[config.mk]
export PLATFORM = sky130hd
export DESIGN_NAME = halflife_monitor
export DESIGN_NICKNAME = d
export VERILOG_FILES = /design/src/rtl/halflife_pkg.sv /design/src/rtl/halflife_sync_edge.sv /design/src/rtl/halflife_monitor.sv
export SDC_FILE = /design/constraint.sdc
export NUM_CORES = 1
export LEC_CHECK = 0
export ABC_AREA = 1
export BUFFER_PORTS_ARGS = -buffer_cell sky130_fd_sc_hd__buf_2
export CAP_MARGIN = 20
export CORE_UTILIZATION = 40
export CTS_BUF_LIST = sky130_fd_sc_hd__clkbuf_8
export CTS_CLUSTER_DIAMETER = 200
export CTS_CLUSTER_SIZE = 28
export DETAILED_ROUTE_END_ITERATION = 10
export PLACE_DENSITY_LB_ADDON = 0.1
export SLEW_MARGIN = 20
export SYNTH_ARGS = -nofsm -noshare
export SYNTH_HDL_FRONTEND = slang
export SYNTH_SLANG_ARGS = --single-unit
[constraint.sdc]
create_clock -name clk -period 1.8 [get_ports clk]
set_input_delay 0.09 -clock clk [delete_from_list [all_inputs] [get_ports clk]]
set_output_delay 0.09 -clock clk [all_outputs]
set_load 0.02 [all_outputs]
[src/rtl/halflife_pkg.sv]
// rtl/halflife_pkg.sv - shared types and constants for the half-life timer monitor
package halflife_pkg;

  typedef enum logic [1:0] {
    IDLE    = 2'd0,
    MEASURE = 2'd1,
    TOUT    = 2'd2
  } state_t;

  localparam logic [7:0] PCNT_MAX      = 8'd255;
  localparam int         CNT_W_DEFAULT = 16;

endpackage

[src/rtl/halflife_sync_edge.sv]
// rtl/halflife_sync_edge.sv - multi-flop synchronizer with a one-cycle rising-edge pulse
module halflife_sync_edge #(
  parameter int SYNC = 2
) (
  input  logic clk,
  input  logic rst_n,
  input  logic sig_in,
  output logic rise
);

  logic [SYNC-1:0] sync_q;
  logic            last_q;

  always_ff @(posedge clk) begin
    if (!rst_n) begin
      sync_q <= '0;
      last_q <= 1'b0;
    end else begin
      sync_q <= {sync_q[SYNC-2:0], sig_in};
      last_q <= sync_q[SYNC-1];
    end
  end

  assign rise = sync_q[SYNC-1] & ~last_q;

endmodule

[src/rtl/halflife_monitor.sv]
// rtl/halflife_monitor.sv - measures rise-to-rise period of the half-life timer output
// and checks it against the loaded setting; counts pulses and flags a stalled line.
module halflife_monitor
  import halflife_pkg::*;
#(
  parameter int CNT_W   = CNT_W_DEFAULT,
  parameter int TIMEOUT = 16'hFFFF,
  parameter int SHIFT   = 4,
  parameter int TOL     = 1,
  parameter int SYNC    = 2
) (
  input  logic             clk,
  input  logic             rst_n,
  input  logic             sig_in,
  input  logic             clr,
  input  logic [3:0]       expected,
  output logic [CNT_W-1:0] period,
  output logic             period_valid,
  output logic [7:0]       pulse_count,
  output logic             match,
  output logic             timeout
);

  localparam int               CW  = CNT_W + 1;
  localparam logic [CNT_W-1:0] TMO = CNT_W'(TIMEOUT);

  logic rise;

  halflife_sync_edge #(.SYNC(SYNC)) u_sync_edge (
    .clk    (clk),
    .rst_n  (rst_n),
    .sig_in (sig_in),
    .rise   (rise)
  );

  state_t           state_q, state_d;
  logic [CNT_W-1:0] cnt_q, cnt_d;
  logic [CNT_W-1:0] period_q, period_d;
  logic             pv_q, pv_d;
  logic [7:0]       pcnt_q, pcnt_d;
  logic             match_q, match_d;
  logic             tmo_q, tmo_d;

  // Compare one bit wider than the counter so the difference never wraps.
  logic [CW-1:0] exp_per, cnt_w, diff;
  logic          in_tol;
  logic [7:0]    pcnt_inc;

  assign exp_per  = CW'(expected) << SHIFT;
  assign cnt_w    = {1'b0, cnt_q};
  assign diff     = (cnt_w >= exp_per) ? (cnt_w - exp_per) : (exp_per - cnt_w);
  assign in_tol   = (diff <= CW'(TOL));
  assign pcnt_inc = (pcnt_q == PCNT_MAX) ? pcnt_q : (pcnt_q + 8'd1);

  always_comb begin
    state_d  = state_q;
    cnt_d    = cnt_q;
    period_d = period_q;
    pv_d     = 1'b0;
    pcnt_d   = pcnt_q;
    match_d  = match_q;
    tmo_d    = tmo_q;
    if (clr) begin
      state_d  = IDLE;
      cnt_d    = '0;
      period_d = '0;
      pcnt_d   = '0;
      match_d  = 1'b0;
      tmo_d    = 1'b0;
    end else begin
      case (state_q)
        IDLE, TOUT: begin
          if (rise) begin
            state_d = MEASURE;
            cnt_d   = CNT_W'(1);
            pcnt_d  = pcnt_inc;
          end
        end
        MEASURE: begin
          // An edge on the terminal count still counts as a valid period.
          if (rise) begin
            period_d = cnt_q;
            pv_d     = 1'b1;
            cnt_d    = CNT_W'(1);
            pcnt_d   = pcnt_inc;
            match_d  = in_tol;
          end else if (cnt_q == TMO) begin
            state_d = TOUT;
            tmo_d   = 1'b1;
          end else begin
            cnt_d = cnt_q + CNT_W'(1);
          end
        end
        default: state_d = IDLE;
      endcase
    end
  end

  always_ff @(posedge clk) begin
    if (!rst_n) begin
      state_q  <= IDLE;
      cnt_q    <= '0;
      period_q <= '0;
      pv_q     <= 1'b0;
      pcnt_q   <= '0;
      match_q  <= 1'b0;
      tmo_q    <= 1'b0;
    end else begin
      state_q  <= state_d;
      cnt_q    <= cnt_d;
      period_q <= period_d;
      pv_q     <= pv_d;
      pcnt_q   <= pcnt_d;
      match_q  <= match_d;
      tmo_q    <= tmo_d;
    end
  end

  assign period       = period_q;
  assign period_valid = pv_q;
  assign pulse_count  = pcnt_q;
  assign match        = match_q;
  assign timeout      = tmo_q;

endmodule
==> results_dict.tcl <==
set metrics [dict create \
    reg2regPathDepth 14 \
    layoutNonFillerInstCount 697 \
    grt_usage_pct 24.00 \
    io_buffers 34 \
    routed_wl_um 9393 \
    ys_seq_area_share_pct 30.81 \
    reg2reg_to "match" \
    synth_flop_cell "dfxtp_1" \
    netlist_area_um2 3119 \
    fmax_ghz 0.4947 \
    fin_nets 617 \
    grt_pass1_vias 3397 \
    p_switching_w 0.0005796 \
    cts_buffers 5 \
    finClkSkew_ns 0.009868 \
    cellLeakagePower_nw 2.138 \
    routedWlPerCell_um 13.48 \
    antenna_found_initial 0 \
    via_per_inst 4.947 \
    peakVddDrop_v 0.0003752 \
    num_rows 31 \
    final_layout_size_suffix_gt1_share_pct 38.96 \
    p_clk_share_pct 31.8 \
    cp_max_fo 7 \
    rsz0062_at_grt "true" \
    yosys.area_share.simple_pct 36.26 \
    avgSynthCellArea_um2 6.539 \
    grt.overflow.total 0 \
    clkTransAtPathRegs_ns 0.10 \
    setup_ws_ns -0.2212 \
    hold_depth 3 \
    r2r_start "cnt_q[4]" \
    power_density_nw_per_um2 461.4 \
    endpoint_kind "flop" \
    postSynthCellCount 477 \
    cts_sinks 48 \
    p_sw_share_pct 28.05 \
    hpwl_um 7078 \
    synthAdderAreaFrac_pct 5.054 \
    synth_top_area_cell "dfxtp_1" \
    required_ns 2.04 \
    diodes 0 \
    yosysMostFrequentCell "nand2_1" \
    synth_top_area_share_pct 30.81 \
    dieArea_um2 8155 \
    post-place-cells 673 \
    p_seq_share_pct 51.7 \
    cts_tree "built" \
    yosysUniqueCellTypes 38 \
    intPower_w 0.001487 \
    power_w 0.002066 \
    fin_setup_tns_ns -2.950 \
    min_from "rst_n" \
    synth_common_cells "118 x nand2_1, 63 x inv_1, 52 x nor2_1" \
    cp.arrival_ns 2.26 \
    violations "setup timing" \
    holdPathEnd "u_sync_edge.sync_q[1]" \
    pin_count 35 \
    synth_warnings 0 \
    clock_latency_ns 0.30 \
    post-route-drc-count 0 \
    finalSetupViolations 23 \
    syn-num-nets 497 \
    synth-xor-area-share_pct 2.808 \
    grt_max_degree 22 \
    ys_ff_latch 48 \
    hold_class "input port to flop" \
    cts_root_buf "clkbuf_8" \
    die_h_um 90.31 \
    p_comb_share_pct 16.5 \
    tightest_slew_ns 0.3902 \
    ff2ff_setup_slack_ns -0.22 \
    fin_crit_sh_pct 112.3 \
    async_reset_ff_share_pct 0 \
    synth.area.top_cells "dfxtp_1 31%, nand2_1 14%, inv_1 7.6%" \
    first_pass_iters 5 \
    clk_path_buf_depth 2 \
    startpoint "cnt_q[4]" \
    start_kind "flop" \
    drt_iter0_markers 144 \
    muxShareOfSynthArea_pct 0 \
    synth_top_family_by_area "simple AND/OR/NAND/NOR gates" \
    vias 3448 \
    core_um2 7408 \
    die_w_um 90.31 \
    gp_congestion 0.8999 \
    finalCriticalPeriod_ns 2.021 \
    relSlewSlack_pct 73.96 \
    fin_hold_ws_ns 0.01845 \
    status "finished, violations left" \
    maxCapViolCount 0 \
    synth_edf_count 0 \
    start_util_pct 42.10 \
    syn2layout_area_growth_pct 43.56 \
    ant_nets 0 \
    utilization_pct 60.45 \
    path_class "flop to flop" \
    htreeDepth 2 \
    finalHoldViolations 0 \
    slew_viol_final 0 \
    grt_first_pass_wirelength_um 15940 \
    synth_compound_area_share_pct 13.48 \
]
-- state kept, by name, indices dropped and copies added, names as in the netlist --
register            cells
cnt_q                  16
period                 16
pulse_count             8
state_q                 2
u_sync_edge.sync_q      2
match                   1
period_valid            1
timeout                 1
u_sync_edge.last_q      1
-- routing by layer --
layer  GRT usage, %  wire length, um
met1          31.29             4465
met4          4.973              193
met3          3.199              277
met2          42.18             4457
met5              0                0
-- layout by cell type (no fill, tap or decap), types with 2 or more instances in the layout --
cell,netlist,final
inv_2,7,10
o21ai_0,30,22
o21ai_2,0,5
inv_4,1,4
a21oi_2,1,10
clkbuf_8,0,5
nor3_1,5,5
a21oi_1,36,27
buf_6,3,7
buf_4,2,80
dfxtp_2,0,4
nor2_1,52,43
nand2_1,118,105
nand2_2,9,20
nand2_4,1,3
nor2_2,6,8
a31oi_1,2,2
dfxtp_1,48,43
xor2_1,9,9
ha_4,0,6
nand3b_1,2,2
o21ai_1,8,10
nor2_4,5,12
ha_1,11,5
nand3_4,1,2
inv_1,63,57
nand4_1,10,10
nand3_2,2,6
buf_2,1,34
nand3_1,26,22
-- final cells by class --
| class | instances | area, um2 |
|---|---|---|
| clock buffer | 5 | 68.82 |
| clock inverter | 3 | 22.52 |
| fill | 691 | 2930 |
| inverter | 71 | 281.5 |
| multi-input combinational | 346 | 2108 |
| sequential | 48 | 969.7 |
| tap | 99 | 123.9 |
| timing repair buffer | 124 | 894.6 |
| timing repair inverter | 1 | 8.758 |
-- critical path, cell delays in order, from the launching register on --
cell	delay, ns
dfxtp_2	0.35
inv_2	0.07
ha_4	0.18
fa_2	0.37
nor2_4	0.13
nor2_4	0.07
nand2_1	0.07
nand2_1	0.04
nand2_1	0.10
nand2_2	0.06
o21ai_1	0.14
nand3_1	0.10
nor2_1	0.11
nand2_1	0.07
a21oi_2	0.10
-- power groups by stage --
stage          combinational, W  clock [W]  sequential, W
6_report               0.000341   0.000656        0.00107
5_1_grt                0.000377   0.000726        0.00107
4_1_cts                0.000324   0.000679        0.00107
3_5_place_dp           0.000272          0        0.00109
3_3_place_gp           0.000271          0        0.00109
2_1_floorplan          0.000180          0        0.00110
-- stage by stage --
stage / instance area, um2 / worst slack, ns
finish: 4478 / -0.2212
global route: 4478 / -0.3627
detailed placement: 3921 / -0.3855
floorplan: 3157 / -0.07643
global placement: 3921 / -0.3667
CTS: 4372 / -0.2400
-- worst max-delay path by stage --
stage	endpoint	cells past startpoint	slack, ns
3_3_place_gp	match	14	-0.37
3_5_place_dp	match	14	-0.39
4_1_cts	match	16	-0.24
5_1_grt	cnt_q[2]	15	-0.36
2_1_floorplan	match	16	-0.08
6_report	match	14	-0.22
-- kinds of logic (layout without fill, tap and decap cells) --
group	count (synthesis)	count (layout)
simple gates	243	244
buf+inv	84	204
compound gates	80	80
flops	48	48
fa+ha+maj	12	12
xor+xnor	10	10
-- what timing repair did --
item                                    4_1_cts  5_1_grt
pin swaps                                    22       16
endpoints found under the setup margin       24       34
cloned                                        2        0
hold buffers                                  1        0
endpoints found under the hold margin         1        0
resized for setup                            69       24
setup buffers                                11        2
(Power assumes the default switching activity.)
